==> src/rtl/alu_req_queue.sv <==
// Request FIFO in front of an external combinational 8-bit ALU, with a registered,
// back-pressurable result stage. Optional macro ALU_REQ_ILLEGAL_CHECK_EN enables out_err.
module alu_req_queue #(
    parameter int DEPTH = 4
) (
    input  logic                       clk,
    input  logic                       rst_n,
    input  logic                       in_valid,
    output logic                       in_ready,
    input  logic [7:0]                 in_a,
    input  logic [7:0]                 in_b,
    input  logic [2:0]                 in_op,
    output logic [7:0]                 alu_a,
    output logic [7:0]                 alu_b,
    output logic [2:0]                 alu_op,
    input  logic [7:0]                 alu_result,
    output logic                       out_valid,
    input  logic                       out_ready,
    output logic [7:0]                 out_result,
    output logic [2:0]                 out_op,
    output logic                       out_err,
    output logic [$clog2(DEPTH):0]     count
);

    localparam int AW = $clog2(DEPTH);
    localparam int PW = AW + 1;
    localparam logic [PW-1:0] FULL_CNT = PW'(DEPTH);
    localparam logic [PW-1:0] PTR_ONE  = {{(PW-1){1'b0}}, 1'b1};
    localparam logic [PW-1:0] PTR_ZERO = {PW{1'b0}};

    logic [18:0]   mem_r [DEPTH];
    logic [PW-1:0] wr_ptr_r;
    logic [PW-1:0] rd_ptr_r;
    logic [PW-1:0] count_s;
    logic [18:0]   head_s;
    logic          empty_s;
    logic          full_s;
    logic          push_s;
    logic          pop_s;

    logic          out_valid_r;
    logic [7:0]    out_result_r;
    logic [2:0]    out_op_r;

    // Occupancy, handshake qualifiers and head entry decode.
    always_comb begin
        count_s = wr_ptr_r - rd_ptr_r;
        empty_s = (count_s == PTR_ZERO);
        full_s  = (count_s == FULL_CNT);
        head_s  = mem_r[rd_ptr_r[AW-1:0]];
        push_s  = in_valid && !full_s;
        // Refuse pushes when full even if a pop frees a slot this cycle: keeps out_ready off in_ready.
        pop_s   = !empty_s && (!out_valid_r || out_ready);
    end

    // Head of the FIFO feeds the ALU; idle pattern when empty.
    always_comb begin
        if (!empty_s) begin
            alu_op = head_s[18:16];
            alu_a  = head_s[15:8];
            alu_b  = head_s[7:0];
        end else begin
            alu_op = 3'b111;
            alu_a  = 8'd0;
            alu_b  = 8'd0;
        end
    end

    // FIFO storage write port.
    always_ff @(posedge clk or negedge rst_n) begin
        if (!rst_n) begin
            for (int i = 0; i < DEPTH; i++) begin
                mem_r[i] <= 19'd0;
            end
        end else if (push_s) begin
            mem_r[wr_ptr_r[AW-1:0]] <= {in_op, in_a, in_b};
        end
    end

    // Read/write pointers; the extra MSB distinguishes full from empty.
    always_ff @(posedge clk or negedge rst_n) begin
        if (!rst_n) begin
            wr_ptr_r <= PTR_ZERO;
            rd_ptr_r <= PTR_ZERO;
        end else begin
            if (push_s) begin
                wr_ptr_r <= wr_ptr_r + PTR_ONE;
            end
            if (pop_s) begin
                rd_ptr_r <= rd_ptr_r + PTR_ONE;
            end
        end
    end

    // Output stage: capture the ALU result on pop, drop valid when consumed without refill.
    always_ff @(posedge clk or negedge rst_n) begin
        if (!rst_n) begin
            out_valid_r  <= 1'b0;
            out_result_r <= 8'd0;
            out_op_r     <= 3'd0;
        end else if (pop_s) begin
            out_valid_r  <= 1'b1;
            out_result_r <= alu_result;
            out_op_r     <= head_s[18:16];
        end else if (out_valid_r && out_ready) begin
            out_valid_r  <= 1'b0;
        end
    end

`ifdef ALU_REQ_ILLEGAL_CHECK_EN
    logic out_err_r;

    function automatic logic op_is_illegal(input logic [2:0] op);
        return (op > 3'b100);
    endfunction

    // Illegal-opcode flag travels with the captured result.
    always_ff @(posedge clk or negedge rst_n) begin
        if (!rst_n) begin
            out_err_r <= 1'b0;
        end else if (pop_s) begin
            out_err_r <= op_is_illegal(head_s[18:16]);
        end
    end

    assign out_err = out_err_r;
`else
    assign out_err = 1'b0;
`endif

    assign in_ready   = !full_s;
    assign count      = count_s;
    assign out_valid  = out_valid_r;
    assign out_result = out_result_r;
    assign out_op     = out_op_r;

endmodule

==> config.mk <==
export PLATFORM = sky130hd
export DESIGN_NAME = alu_req_queue
export DESIGN_NICKNAME = d
export VERILOG_FILES = /design/src/rtl/alu_req_queue.sv
export SDC_FILE = /design/constraint.sdc
export NUM_CORES = 1
export LEC_CHECK = 0
export ABC_AREA = 1
export CAP_MARGIN = 25
export CORE_MARGIN = 2
export CORE_UTILIZATION = 45
export CTS_BUF_LIST = sky130_fd_sc_hd__clkbuf_8
export DETAILED_ROUTE_END_ITERATION = 10
export GPL_ROUTABILITY_DRIVEN = 0
export GPL_TIMING_DRIVEN = 0
export PLACE_DENSITY = 0.68
export RECOVER_POWER = 25
export SYNTH_ARGS = -nofsm -noshare
export SYNTH_HDL_FRONTEND = slang
export SYNTH_SLANG_ARGS = --single-unit
==> constraint.sdc <==
create_clock -name clk -period 2.3 [get_ports clk]
set_input_delay 0.345 -clock clk [delete_from_list [all_inputs] [get_ports clk]]
set_output_delay 0.345 -clock clk [all_outputs]
set_load 0.02 [all_outputs]
==> impl_metrics.py, run 1 <==
metrics = {
    "logic_synthesis": {
        "yosysMostFrequentCell": "nand2_1",
        "syn-num-nets": 636,
        "yosys_warnings": 0,
        "syn_area_sq_um": 4800,
        "seq_area_frac_synth": 0.490,
        "synth_edf_count": 0,
        "ys.flop_type": "dfrtp_1",
        "synth-async-reset-ratio": 1.00,
        "avgSynthCellArea_sq_um": 8.03,
        "synthDistinctLibCells": 22,
        "syn_inst": 598,
        "yosys_register_bits": 94,
        "yosysTopAreaCell": "dfrtp_1",
        "synth_common_cells": "216 x nand2_1, 94 x dfrtp_1, 77 x nand4_1",
        "synth.top_cell.area_share": 0.490,
        "synth_area_leaders": "dfrtp_1 49%, nand2_1 17%, nand4_1 10%",
    },
    "final_layout": {
        "multi_input_area_sq_um": 2190,
        "fillers": 918,
        "drive_above_1_share": 0.201,
        "num-nets-final": 729,
        "diodes": 0,
        "syn_to_final_growth_pct": 29.5,
        "seq_area_sq_um": 2350,
    },
    "die": {
        "dieArea_sq_um": 11500,
        "die_h_um": 107,
        "die_w_um": 107,
        "rows": 37,
        "ios": 67,
        "core_area_sq_um": 10300,
        "initial_core_util": 0.465,
    },
    "place": {
        "port_buffers": 65,
        "pre_cts_ws_ns": -0.562,
        "dp_hpwl_um": 9810,
    },
    "timing": {
        "fin_skew_ns": 0.00798,
        "drv_slew": 0,
        "tightest_slew_ns": 1.20,
        "fin_ws_ns": -0.353,
        "fmax_mhz": 377,
        "rsz0062_at_grt": "true",
        "hold_viol": 0,
        "finalCritPeriodShare": 1.15,
        "period_needed_ns": 2.65,
        "relSlewSlack": 0.201,
        "setup_violations": 20,
    },
    "global_routing": {
        "grt_pass1_wl_um": 23900,
        "grt_remaining_overflow": 0,
        "antenna_found_initial": 0,
        "grt_max_degree": 50,
        "grt_pass1_vias": 4479,
        "track_usage": 0.272,
    },
    "worst_setup_path": {
        "critPathKind": "reg2out",
        "arrival_ns": 2.31,
        "worstPathRequired_ns": 1.96,
        "reg2reg_from": "wr_ptr_r[0]$_DFFE_PN0P_",
        "reg2reg_slack_ns": 0.09,
        "crit_path_start_kind": "register",
        "cp-end-kind": "output pin",
        "reg2regPathDepth": 12,
        "crit_fanout": 5,
        "worst_r2r_endpoint": "mem_r[67]$_DFFE_PN0P_",
    },
    "cts": {
        "clk_pin_slew_ns": 0.10,
        "htree_levels": 3,
        "cts_tree": "yes",
        "cts_root_buffer": "clkbuf_8",
        "cts.sinks": 94,
        "clk_latency_ns": 0.37,
        "cts-buffers-inserted": 9,
        "clockBufferDepth": 2,
    },
    "drt": {
        "wire_per_inst_um": 17.7,
        "drt_iter0_markers": 329,
        "num_vias": 4642,
        "drc": 0,
        "ant_nets": 0,
        "dr.pass1.iters": 5,
        "finalWirelength_um": 14800,
        "viasPerCell": 5.58,
    },
    "outcome": {
        "violations": "negative setup slack",
        "outcome": "complete, but fails checks",
    },
    "hold_path": {
        "hp-class": "in2async",
    },
    "job": {
        "maxCapViolations": 0,
    },
}
[stage by stage]
stage               TNS [ns]  cell area, sq um  instances  utilization  hold slack, ns
finish                 -5.63              6220        832        0.602           0.204
global route           -7.36              6220        832        0.602           0.311
detailed placement    -10.58              5650        800        0.547           0.405
floorplan                  0              4800        598            -          0.0494
global placement     -262.21              5620        799        0.545           0.449
CTS                    -5.68              6160        826        0.597         0.00459
[cells by family (layout without fill, tap and decap cells)]
logic type               Yosys count  count (layout)  share of synthesized area
buffers and inverters             78             176                     0.0865
other                              1               1                   0.000781
flip-flops                        94              94                      0.490
AO/OA/AOI/OAI                     58              58                     0.0646
XOR/XNOR                           1               1                    0.00182
adder cells (fa/ha/maj)            7               7                     0.0198
AND/OR/NAND/NOR                  359             359                      0.336
[cell usage in the layout (no fill, tap or decap), types with 11 or more instances in the layout]
cell type and count:
o22ai_1 16, nor2_1 38, buf_2 15, inv_2 18, nand3_1 17, dfrtp_1 94, nand4_1 77, buf_4 15
clkbuf_8 11, clkdlybuf4s50_1 42, inv_1 12, buf_6 33, nand2_1 200, o21ai_0 39
[cell type report]
| type | count | share of cell area |
|---|---|---|
| Multi-Input combinational cell | 426 | 0.353 |
| Inverter | 30 | 0.0181 |
| Tap cell | 136 | 0.0274 |
| Buffer | 47 | 0.0529 |
| Clock buffer | 11 | 0.0243 |
| Clock inverter | 5 | 0.00926 |
| Sequential cell | 94 | 0.378 |
| Timing Repair Buffer | 83 | 0.137 |
[state kept, by name, indices dropped and copies added, names as in the netlist]
| register | flops |
|---|---|
| wr_ptr_r | 3 |
| mem_r | 76 |
| out_op | 3 |
| rd_ptr_r | 3 |
| out_result | 8 |
| out_valid | 1 |
[how the worst max path moves through the flow]
stage	slack, ns	endpoint	startpoint	cells past startpoint
CTS	-0.37	alu_b[4]	rd_ptr_r[0]$_DFFE_PN0P_	10
floorplan	0.20	alu_op[0]	wr_ptr_r[0]$_DFFE_PN0P_	8
finish	-0.35	alu_a[2]	wr_ptr_r[0]$_DFFE_PN0P_	11
global route	-0.44	alu_a[2]	wr_ptr_r[0]$_DFFE_PN0P_	11
global placement	-2.69	mem_r[62]$_DFFE_PN0P_	rst_n	1
detailed placement	-0.56	alu_b[3]	wr_ptr_r[0]$_DFFE_PN0P_	10
[layer usage]
metal	GRT usage	vias up	part of all wire
met2	0.448	177	0.48
met4	0.0946	0	0.020
met1	0.362	2248	0.43
met3	0.0490	27	0.072
li1	-	2190	-
met5	0	-	0
[worst max-delay path, cell delays in order, from the launching register on]
cell,delay [ns]
dfrtp_1,0.38
inv_2,0.07
ha_2,0.18
fa_2,0.54
nand2_2,0.06
inv_2,0.07
nand3_4,0.13
buf_4,0.17
buf_8,0.13
nand2_2,0.07
inv_2,0.03
buf_6,0.12
[timing repair]
action	in CTS	in global routing
pin swaps	1	0
cloned	2	0
gates resized for setup	179	20
hold endpoints to repair	0	0
setup buffers	9	8
endpoints found under the setup margin	42	54
hold buffers	0	0
Power of run 1 is left out: the tool's default activity adds up to more than one toggle a clock period on the data nets, which glitch-free logic cannot reach.
==> run 2: changes to the inputs <==
- SKIP_LAST_GASP: default -> 1
==> run 2 against run 1 <==
Net effect:
- the run still ends with negative setup slack left
- clock skew is 0.0014 ns lower
- critical endpoint unchanged
- setup slack worse by 0.0051 ns
- utilization is 0.33 points higher
- clock-buffer cell count stayed put
- worst hold slack better by 0.0058 ns
- non-clock buffer count is 3 higher
- sequential share of layout area is 0.20 points lower
- fmax is 0.19% lower
- global-route usage hardly changed
- final cell count is 0.36% higher
- first-iteration DRC count is 2.1% lower
- final area is 0.54% higher
==> impl_metrics.py, run 2 (synthesized netlist as in run 1, its figures left out) <==
metrics = {
    "outcome": {
        "outcome": "complete, but fails checks",
        "violations": "negative setup slack",
    },
    "timing": {
        "setup_violations": 20,
        "period_needed_ns": 2.66,
        "hold_viol": 0,
        "tightest_slew_ns": 1.20,
        "fin_setup_tns_ns": -5.97,
        "rsz0062_at_grt": "true",
        "relSlewSlack": 0.197,
        "fin_ws_ns": -0.358,
        "fmax_mhz": 376,
        "finalCritPeriodShare": 1.16,
        "fin_skew_ns": 0.00654,
        "drv_slew": 0,
    },
    "global_routing": {
        "track_usage": 0.272,
        "grt_pass1_wl_um": 23900,
        "grt_remaining_overflow": 0,
        "grt_max_degree": 50,
        "grt_pass1_vias": 4485,
        "antenna_found_initial": 0,
    },
    "worst_setup_path": {
        "worstPathRequired_ns": 1.96,
        "worst_r2r_endpoint": "mem_r[67]$_DFFE_PN0P_",
        "reg2regPathDepth": 12,
        "reg2reg_slack_ns": 0.08,
        "arrival_ns": 2.31,
        "reg2reg_from": "wr_ptr_r[0]$_DFFE_PN0P_",
        "cp-end-kind": "output pin",
        "critPathKind": "reg2out",
        "crit_path_start_kind": "register",
        "crit_fanout": 5,
    },
    "cts": {
        "cts_tree": "yes",
        "clk_latency_ns": 0.37,
        "cts.sinks": 94,
        "cts_root_buffer": "clkbuf_8",
        "clockBufferDepth": 2,
        "cts-buffers-inserted": 9,
        "clk_pin_slew_ns": 0.10,
        "htree_levels": 3,
    },
    "drt": {
        "dr.pass1.iters": 5,
        "wire_per_inst_um": 17.8,
        "ant_nets": 0,
        "drt_iter0_markers": 322,
        "drc": 0,
        "num_vias": 4648,
        "viasPerCell": 5.57,
        "finalWirelength_um": 14900,
    },
    "die": {
        "die_w_um": 107,
        "initial_core_util": 0.465,
        "die_h_um": 107,
        "core_area_sq_um": 10300,
        "dieArea_sq_um": 11500,
        "rows": 37,
        "ios": 67,
    },
    "final_layout": {
        "multi_input_area_sq_um": 2190,
        "top_register": "mem_r",
        "most-common-layout-cells": "200 x nand2_1, 94 x dfrtp_1, 77 x nand4_1",
        "largest_register_ffs": 76,
        "final_cell_area_sq_um": 6250,
        "syn_to_final_growth_pct": 30.2,
        "utilization": 0.606,
        "diodes": 0,
        "fillers": 917,
        "stdcell_count": 835,
        "drive_above_1_share": 0.205,
        "num-nets-final": 732,
        "seq_area_sq_um": 2350,
        "final_common_cell": "nand2_1",
    },
    "place": {
        "numPlacedInstances": 800,
        "placed_area_sq_um": 5650,
        "port_buffers": 65,
        "dp_hpwl_um": 9810,
    },
    "hold_path": {
        "hp-class": "in2async",
    },
    "job": {
        "maxCapViolations": 0,
    },
}
run 2: layer usage:
layer	up-vias	track usage	share of wire
met5	-	0	0
met4	0	0.0946	0.020
met3	25	0.0490	0.070
met2	171	0.448	0.48
met1	2261	0.362	0.43
li1	2191	-	-
run 2: worst max-delay path by stage:
stage                                 start                     to  slack (ns)  depth (start not counted)
finish              rd_ptr_r[0]$_DFFE_PN0P_               alu_a[2]       -0.36                         10
global route        wr_ptr_r[0]$_DFFE_PN0P_               alu_a[2]       -0.44                         11
CTS                 rd_ptr_r[0]$_DFFE_PN0P_               alu_b[3]       -0.38                          9
detailed placement  wr_ptr_r[0]$_DFFE_PN0P_               alu_b[3]       -0.56                         10
global placement                      rst_n  mem_r[62]$_DFFE_PN0P_       -2.69                          1
floorplan           wr_ptr_r[0]$_DFFE_PN0P_              alu_op[0]        0.20                          8
run 2: final cells by class:
class / instances / area share
Buffer: 47 / 0.0526
Clock buffer: 11 / 0.0242
Clock inverter: 5 / 0.00921
Inverter: 30 / 0.0180
Multi-Input combinational cell: 426 / 0.351
Sequential cell: 94 / 0.376
Tap cell: 136 / 0.0272
Timing Repair Buffer: 86 / 0.142
run 2: worst max-delay path, cell delays in order (launching register included):
cell	delay (ns)
dfrtp_1	0.43
ha_2	0.19
fa_2	0.54
nand2_2	0.06
inv_2	0.07
nand3_4	0.13
buf_4	0.17
buf_8	0.13
nand2_2	0.07
inv_2	0.03
buf_6	0.12
run 2: stage by stage:
step,hold WS (ns),worst slack [ns]
3_3_place_gp,0.449,-2.69
6_report,0.210,-0.358
4_1_cts,0.00459,-0.382
5_1_grt,0.311,-0.444
2_1_floorplan,0.0494,0.195
3_5_place_dp,0.405,-0.562
run 2: repair_timing:
action / CTS / global route
hold buffers: 0 / 0
pin swaps: 1 / 0
cloned: 2 / 0
endpoints found under the setup margin: 42 / 54
setup buffers: 9 / 11
resized for setup: 178 / 24
Power of run 2 is left out for the same reason.
==> run 3: changes to the inputs <==
- CTS_CLUSTER_SIZE: default -> 24
==> results of run 3 <==
Same layout as run 2: the final DEF is identical, and so are final timing and power.
Power of run 3 is left out for the same reason.
